--- src/rtl/smart_house_pkg.sv ---
// Shared constants and slot field layout for the appliance scheduler.
// A 35-bit config word packs five 7-bit slots: {en, mode, dur[4:0]}.
package smart_house_pkg;

  localparam int unsigned CFG_W   = 35;
  localparam int unsigned NUM_DEV = 5;
  localparam int unsigned SLOT_W  = 7;
  localparam int unsigned DUR_W   = 5;

  localparam int unsigned EN_BIT   = 6;
  localparam int unsigned MODE_BIT = 5;
  localparam int unsigned DUR_LSB  = 0;

  localparam logic MODE_STEADY = 1'b0;
  localparam logic MODE_TIMED  = 1'b1;

  // Member order matches EN_BIT / MODE_BIT / DUR_LSB.
  typedef struct packed {
    logic             en;
    logic             mode;
    logic [DUR_W-1:0] dur;
  } slot_cfg_t;

endpackage

--- src/rtl/dev_slot_timer.sv ---
// One appliance slot: latches its field on commit and owns the remaining-ticks
// counter that times out a timed-mode slot.
module dev_slot_timer
  import smart_house_pkg::*;
(
  input  logic      clk,
  input  logic      arst,
  input  logic      tick,
  input  logic      load,
  input  slot_cfg_t slot,
  output logic      on
);

  logic             r_en;
  logic             r_mode;
  logic [DUR_W-1:0] r_rem;
  logic             r_on;

  logic             w_en_d;
  logic             w_mode_d;
  logic [DUR_W-1:0] w_rem_d;
  logic             w_on_d;

  always_comb begin
    w_en_d   = r_en;
    w_mode_d = r_mode;
    w_rem_d  = r_rem;
    if (load) begin
      w_en_d   = slot.en;
      w_mode_d = slot.mode;
      w_rem_d  = slot.dur;
    end else if (tick && (r_rem != '0)) begin
      w_rem_d = r_rem - 1'b1;
    end
    // Output follows the next state so it changes on the commit/decrement edge.
    w_on_d = w_en_d && ((w_mode_d == MODE_STEADY) || (w_rem_d != '0));
  end

  always_ff @(posedge clk or negedge arst) begin
    if (!arst) begin
      r_en   <= 1'b0;
      r_mode <= 1'b0;
      r_rem  <= '0;
      r_on   <= 1'b0;
    end else begin
      r_en   <= w_en_d;
      r_mode <= w_mode_d;
      r_rem  <= w_rem_d;
      r_on   <= w_on_d;
    end
  end

  assign on = r_on;

endmodule

--- src/rtl/device_scheduler.sv ---
// Double-buffered appliance scheduler: captures config writes into a pending
// register and commits them atomically on the next prescaler tick.
module device_scheduler
  import smart_house_pkg::*;
#(
  parameter int unsigned TICK_DIV = 50
) (
  input  logic               clk,
  input  logic               arst,
  input  logic               write_en,
  input  logic [CFG_W-1:0]   configin,
  output logic [NUM_DEV-1:0] dev_on,
  output logic [CFG_W-1:0]   cfg_q,
  output logic               busy,
  output logic               applied
);

  localparam int unsigned PW = $clog2(TICK_DIV);

  logic [PW-1:0]    r_presc;
  logic [CFG_W-1:0] r_pend_cfg;
  logic             r_pend;
  logic [CFG_W-1:0] r_active;
  logic             r_applied;

  logic             w_tick;
  logic             w_commit;
  slot_cfg_t        w_slot [NUM_DEV];

  assign w_tick   = (r_presc == PW'(TICK_DIV - 1));
  // Only a word already pending before this edge may commit.
  assign w_commit = w_tick && r_pend;

  always_ff @(posedge clk or negedge arst) begin
    if (!arst) begin
      r_presc    <= '0;
      r_pend_cfg <= '0;
      r_pend     <= 1'b0;
      r_active   <= '0;
      r_applied  <= 1'b0;
    end else begin
      r_presc   <= w_tick ? '0 : r_presc + 1'b1;
      r_applied <= w_commit;
      if (w_commit) begin
        r_active <= r_pend_cfg;
      end
      if (write_en) begin
        r_pend_cfg <= configin;
        r_pend     <= 1'b1;
      end else if (w_commit) begin
        r_pend <= 1'b0;
      end
    end
  end

  for (genvar i = 0; i < NUM_DEV; i++) begin : g_slot
    assign w_slot[i] = slot_cfg_t'(r_pend_cfg[i*SLOT_W +: SLOT_W]);

    dev_slot_timer u_slot (
      .clk  (clk),
      .arst (arst),
      .tick (w_tick),
      .load (w_commit),
      .slot (w_slot[i]),
      .on   (dev_on[i])
    );
  end

  assign cfg_q   = r_active;
  assign busy    = r_pend;
  assign applied = r_applied;

endmodule

--- config.mk ---
export PLATFORM = sky130hd
export DESIGN_NAME = device_scheduler
export DESIGN_NICKNAME = d
export VERILOG_FILES = /design/src/rtl/smart_house_pkg.sv /design/src/rtl/dev_slot_timer.sv /design/src/rtl/device_scheduler.sv
export SDC_FILE = /design/constraint.sdc
export NUM_CORES = 1
export LEC_CHECK = 0
export CAP_MARGIN = 20
export CORE_MARGIN = 2
export CORE_UTILIZATION = 54
export CTS_CLUSTER_DIAMETER = 150
export DETAILED_ROUTE_END_ITERATION = 6
export PLACE_DENSITY_LB_ADDON = 0.1
export SLEW_MARGIN = 20
export SYNTH_ARGS = -nofsm -noshare
export SYNTH_HDL_FRONTEND = slang
export SYNTH_HIERARCHICAL = 1
export SYNTH_SLANG_ARGS = --single-unit
export TNS_END_PERCENT = 20
--- constraint.sdc ---
create_clock -name clk -period 4.2 [get_ports clk]
set_clock_uncertainty 0.1 [all_clocks]
set_input_delay 0.84 -clock clk [delete_from_list [all_inputs] [get_ports clk]]
set_output_delay 0.84 -clock clk [all_outputs]
set_load 0.01 [all_outputs]
* Word-level counts from Yosys, hierarchy flattened *
Index checks and enable logic that the tools add are counted.

operators by class
  add/sub/neg operators = 6
  equality and inequality tests = 1
  multiplexer cells = 23
  bitwise gates (word level) = 5
  reductions and logical operators = 27

operator list
  operator               count
  $mux W5                10
  $reduce_bool A5 Y1     10
  $sub A5 B1 Y5 const B  5
  $mux W1                12
  $logic_and A1 B1 Y1    11
  $add A6 B1 Y6 const B  1
  $eq A6 B6 Y1 const B   1
  $mux W6                1
  $logic_or A1 B1 Y1     5
  $not A1 Y1             5
  $reduce_bool A2 Y1     1

word-level totals
  bits in registers = 118
  input bits = 38
  output and inout port bits = 42

* Logic depth before layout (Yosys ltp) *
  depth after elaboration = 7
  mapped depth = 10

* Modules after synthesis *
The synthesis kept the hierarchy.

modules (own cells, without submodules)
  module            instances  cells an instance  area each (um^2)
  device_scheduler  1          179                2961.6
  dev_slot_timer    5          46                 450.4

* Worst setup path after synthesis *
No wires, ideal clock.

  kind = reg-to-reg
  start point = register r_presc[1]
  end point = register g_slot[0].u_slot.r_on
  library setup time = 0.129 ns
  arrival time = 3.236 ns
  required time = 3.971 ns
  path slack = 0.734 ns
  cell stages (with the launch flop) = 9
  clock period less this slack = 3.466 ns
  cells stage by stage = dfrtp_1 inv_1 ha_1 nand2_2 nor4_2 nor4b_1 nor3b_1 a221o_1 o41a_1

between the ends
  cells in the longest elaborated chain, start to end = 7
  elaborated cells between the ends (all ways) = 11
  those cells by class = 1 x eq/ne; 4 x mux; 1 x bitwise; 5 x reduce/logical

RTL lines
  what                             RTL line                source
  start, declared                  device_scheduler.sv:20  logic [PW-1:0] r_presc;
  start signal, assigned           device_scheduler.sv:42  r_presc <= w_tick ? '0 : r_presc + 1'b1;
  $eq A6 B6 Y1 (*)                 device_scheduler.sv:30  assign w_tick = (r_presc == PW'(TICK_DIV - 1));
  via w_tick                       device_scheduler.sv:26  logic w_tick;
  $logic_and A1 B1 Y1              dev_slot_timer.sv:32    end else if (tick && (r_rem != '0)) begin
  $mux W5                          dev_slot_timer.sv:32
  $mux W5 (*)                      dev_slot_timer.sv:28    if (load) begin
  via g_slot[0].u_slot.w_rem_d[3]  dev_slot_timer.sv:21    logic [DUR_W-1:0] w_rem_d;
  $reduce_bool A5 Y1 (*)           dev_slot_timer.sv:36    w_on_d = w_en_d && ((w_mode_d == MODE_STEADY) || (w_rem_d != '0));
  $logic_or A1 B1 Y1 (*)           dev_slot_timer.sv:36
  $logic_and A1 B1 Y1 (*)          dev_slot_timer.sv:36
  via g_slot[0].u_slot.w_on_d      dev_slot_timer.sv:22    logic w_on_d;
  end signal, assigned             dev_slot_timer.sv:49    r_on <= w_on_d;
  end, declared                    dev_slot_timer.sv:17    logic r_on;

Mark *: on every way through the listed nets, which the timed path passes. The rest lies on a longest branch.
A chain may end at the register's enable or synchronous reset.

* Worst setup path in the final report *
Same ends and word-level chain as after synthesis.

==> metrics.csv <==
stage,metric,value,unit
floorplanning,row cnt,35,
sta,Period minus WS final,3.057,ns
synth,library cells used by synthesis,38,
final_layout,fin area,6721,um^2
synth,Mapped Nets,454,
final_layout,Antenna diodes,0,
final_layout,share of cells above drive strength 1,24.85,%
sta,setup tns final,0,ns
synth,ys async rst share,100.0,%
worst_setup_path,register-to-register setup slack,1.14,ns
routing,Final ANT Viol Nets,0,
floorplanning,Ports,80,
synth,post-synthesis register bit count,118,
global_routing,largest net degree at the start of global routing,69,
placed_design,RePlAce Congestion,0.8498,
routing,wire per inst,16.45,um
floorplanning,Chip Height,102.3,um
worst_setup_path,startpoint types,flip-flop,
worst_setup_path,critical path required time,4.48,ns
final_layout,Util after Layout,72.40,%
clocking,Num CTS Buffers,17,
worst_setup_path,critical path class,flip-flop to flip-flop,
routing,total number of vias,3538,
sta,endpoints failing setup,0,
global_routing,initial antenna violation count,0,
sta,max-slew violations,0,
synth,Yosys warning count,6,
final_layout,Fillers,645,
pwr,pwr/cell area,425.7,nW/um^2
worst_setup_path,CP cell instances,inv_1 -> ha_1 -> nand2_2 -> nor4_4 -> buf_4 -> nor4b_1 -> nor3b_1 -> a221o_1 -> o41a_1,
sta,count of final hold-check violations,0,
floorplanning,starting density of the core,56.16,%
clocking,clock insertion delay at the later pin of the skew report,0.50,ns
clocking,CTS tree,done,
final_layout,"commonest non-fill, non-tap cell in the layout",dfrtp_1,
worst_setup_path,R2R Path End,g_slot[0].u_slot/on$_DFF_PN0_,
global_routing,vias in the first global route,3609,
clocking,CTS Hold Bufs,0,
worst_setup_path,CP max-delay cell,nor4_4,
sta,relative slew slack,36.98,%
placed_design,"Cell Area, Placed",6125,um^2
global_routing,grt total ovfl,0,
final_layout,Syn-to-layout area delta,28.92,%
routing,drt first pass iters,4,
worst_setup_path,max incr delay on CP,0.53,ns
pwr,Peak VDD IR,286.8,uV
final_layout,"Net count, final",539,
clocking,Post-CTS Setup Repair Bufs,0,
status,status,finished clean,
global_routing,gr usage total,21.34,%
worst_setup_path,crit path capture type,flip-flop,
worst_setup_path,Critical Path Fanout Max,27,
synth,share of the synthesized area in the top cell type,56.64,%
floorplanning,core area,9284,um^2
clocking,CTS resizes,0,
floorplanning,die width,102.3,um
worst_setup_path,"Arr. time, crit path",3.34,ns
clocking,"Clk pin slew, worst setup/hold paths",0.05,ns
worst_setup_path,Worst Setup SP,r_presc[1]$_DFF_PN0_,
routing,Starting DRT DRC Count,113,
synth,Post-synth EDFFs,0,
worst_setup_path,Register-to-Register Path Depth,9,
min_path,HP Class,primary input to asynchronous set/reset pin,
synth,top cell type by total area after synthesis,dfrtp_1,
worst_setup_path,r2r startpoint,r_presc[1]$_DFF_PN0_,
routing,# DRC,0,
synth,Synth Flop Type,dfrtp_1,
placed_design,DP HPWL,6.443,mm
floorplanning,Die Area,10460,um^2
flow_run,max cap viols,0,
synth,post-synthesis sequential area ratio,56.64,%
sta,RSZ-0062 raised after global routing,false,
synth,synthesized area,5214,um^2
clocking,CTS root buffer,clkbuf_8,
synth,"Avg Cell Area, Syn",12.75,um^2
pwr,Leak,3.039,nW
sta,Max Freq,327.1,MHz
sta,actual slew at the worst max-slew pin,0.9453,ns
clocking,number of H-tree levels,4,
routing,WL final,10.46,mm
global_routing,global-route wire length before repair,17.16,mm
routing,vias per cell,5.563,
clocking,clock sink total,118,
final_layout,"commonest non-fill, non-tap cells in the layout","dfrtp_1 (118), clkdlybuf4s50_1 (77), mux2_2 (73), nand2_1 (27), inv_1 (23)",
synth,Syn Inst Count,409,
clocking,clk buf depth,2,
placed_design,IO Port Bufs,79,
sta,final cycle utilization of the critical path,72.80,%
synth,top post-synthesis cells by area,"dfrtp_1 (57%), mux2_2 (16%), o31ai_1 (2.2%)",
## synth_stat cells (7+ instances only)
| master | count |
|---|---|
| nor2_1 | 9 |
| inv_1 | 23 |
| nor2b_1 | 10 |
| nand2_1 | 27 |
| clkbuf_1 | 11 |
| ha_1 | 7 |
| a21oi_1 | 15 |
| mux2_2 | 73 |
| nor3_1 | 10 |
| dfrtp_1 | 118 |
| o31ai_1 | 15 |
| o21ai_0 | 15 |
## critical path: cells and delay by family (launching register included)
family,cells,cell delay (ns)
AND/OR/NAND/NOR,4,1.08
AO/OA/AOI/OAI,2,0.73
buffers and inverters,2,0.46
flip-flops,1,0.40
adder cells (fa/ha/maj),1,0.14
## logic make-up after synthesis
| group | share of synthesized area (%) |
|---|---|
| flops | 56.64 |
| simple gates | 12.48 |
| mux | 16.20 |
| compound gates | 9.071 |
| buf+inv | 3.432 |
| fa+ha+maj | 1.680 |
| xor+xnor | 0.5041 |
## state kept, by name, summed over array words and instances (netlist names)
| signal | flops |
|---|---|
| r_presc | 6 |
| applied | 1 |
| cfg_q | 35 |
| r_pend_cfg | 35 |
| g_slot.u_slot/r_mode | 5 |
| g_slot.u_slot/r_en | 5 |
| busy | 1 |
| g_slot.u_slot/on | 5 |
| g_slot.u_slot/r_rem | 25 |
## cell type report
class	instances	area (um^2)	area share, %
clock inverter	9	150.1	2.234
multi-input combinational	250	2091	31.11
timing repair buffer	84	833.3	12.40
inverter	23	86.33	1.284
clock buffer	23	446.7	6.646
sequential	118	2953	43.93
tap	129	161.4	2.401
## report_power, final
group / switching (W) / internal (W) / total (W)
Combinational: 0.0000792 / 0.000115 / 0.000194
Clock: 0.000482 / 0.000975 / 0.00146
Sequential: 0.0000291 / 0.00118 / 0.00121
## layer usage
layer | share of wire (%) | GRT usage, %
met5 | 0 | 0
met4 | 0.92 | 6.872
met3 | 4.3 | 6.977
met2 | 50 | 34.31
met1 | 45 | 27.64
## worst max-delay path by stage
stage                                               end  slack [ns]
after floorplan           g_slot[0].u_slot/on$_DFF_PN0_        0.73
after global placement    g_slot[1].u_slot/on$_DFF_PN0_        1.30
after detailed placement  g_slot[0].u_slot/on$_DFF_PN0_        1.18
after CTS                 g_slot[0].u_slot/on$_DFF_PN0_        1.16
after global routing      g_slot[0].u_slot/on$_DFF_PN0_        0.96
final                     g_slot[0].u_slot/on$_DFF_PN0_        1.14
## metrics by stage
stage / total power, W / hold WS (ns) / worst slack [ns] / std cells
2_1_floorplan: 0.001336 / 0.3725 / 0.7343 / 409
3_3_place_gp: 0.001415 / 0.3718 / 1.301 / 604
3_5_place_dp: 0.001424 / 0.3857 / 1.178 / 604
4_1_cts: 0.002897 / 0.2782 / 1.164 / 636
5_1_grt: 0.002974 / 0.2955 / 0.9586 / 636
6_report: 0.002861 / 0.2741 / 1.143 / 636
Note: power is estimated with default switching activity, not from simulation.
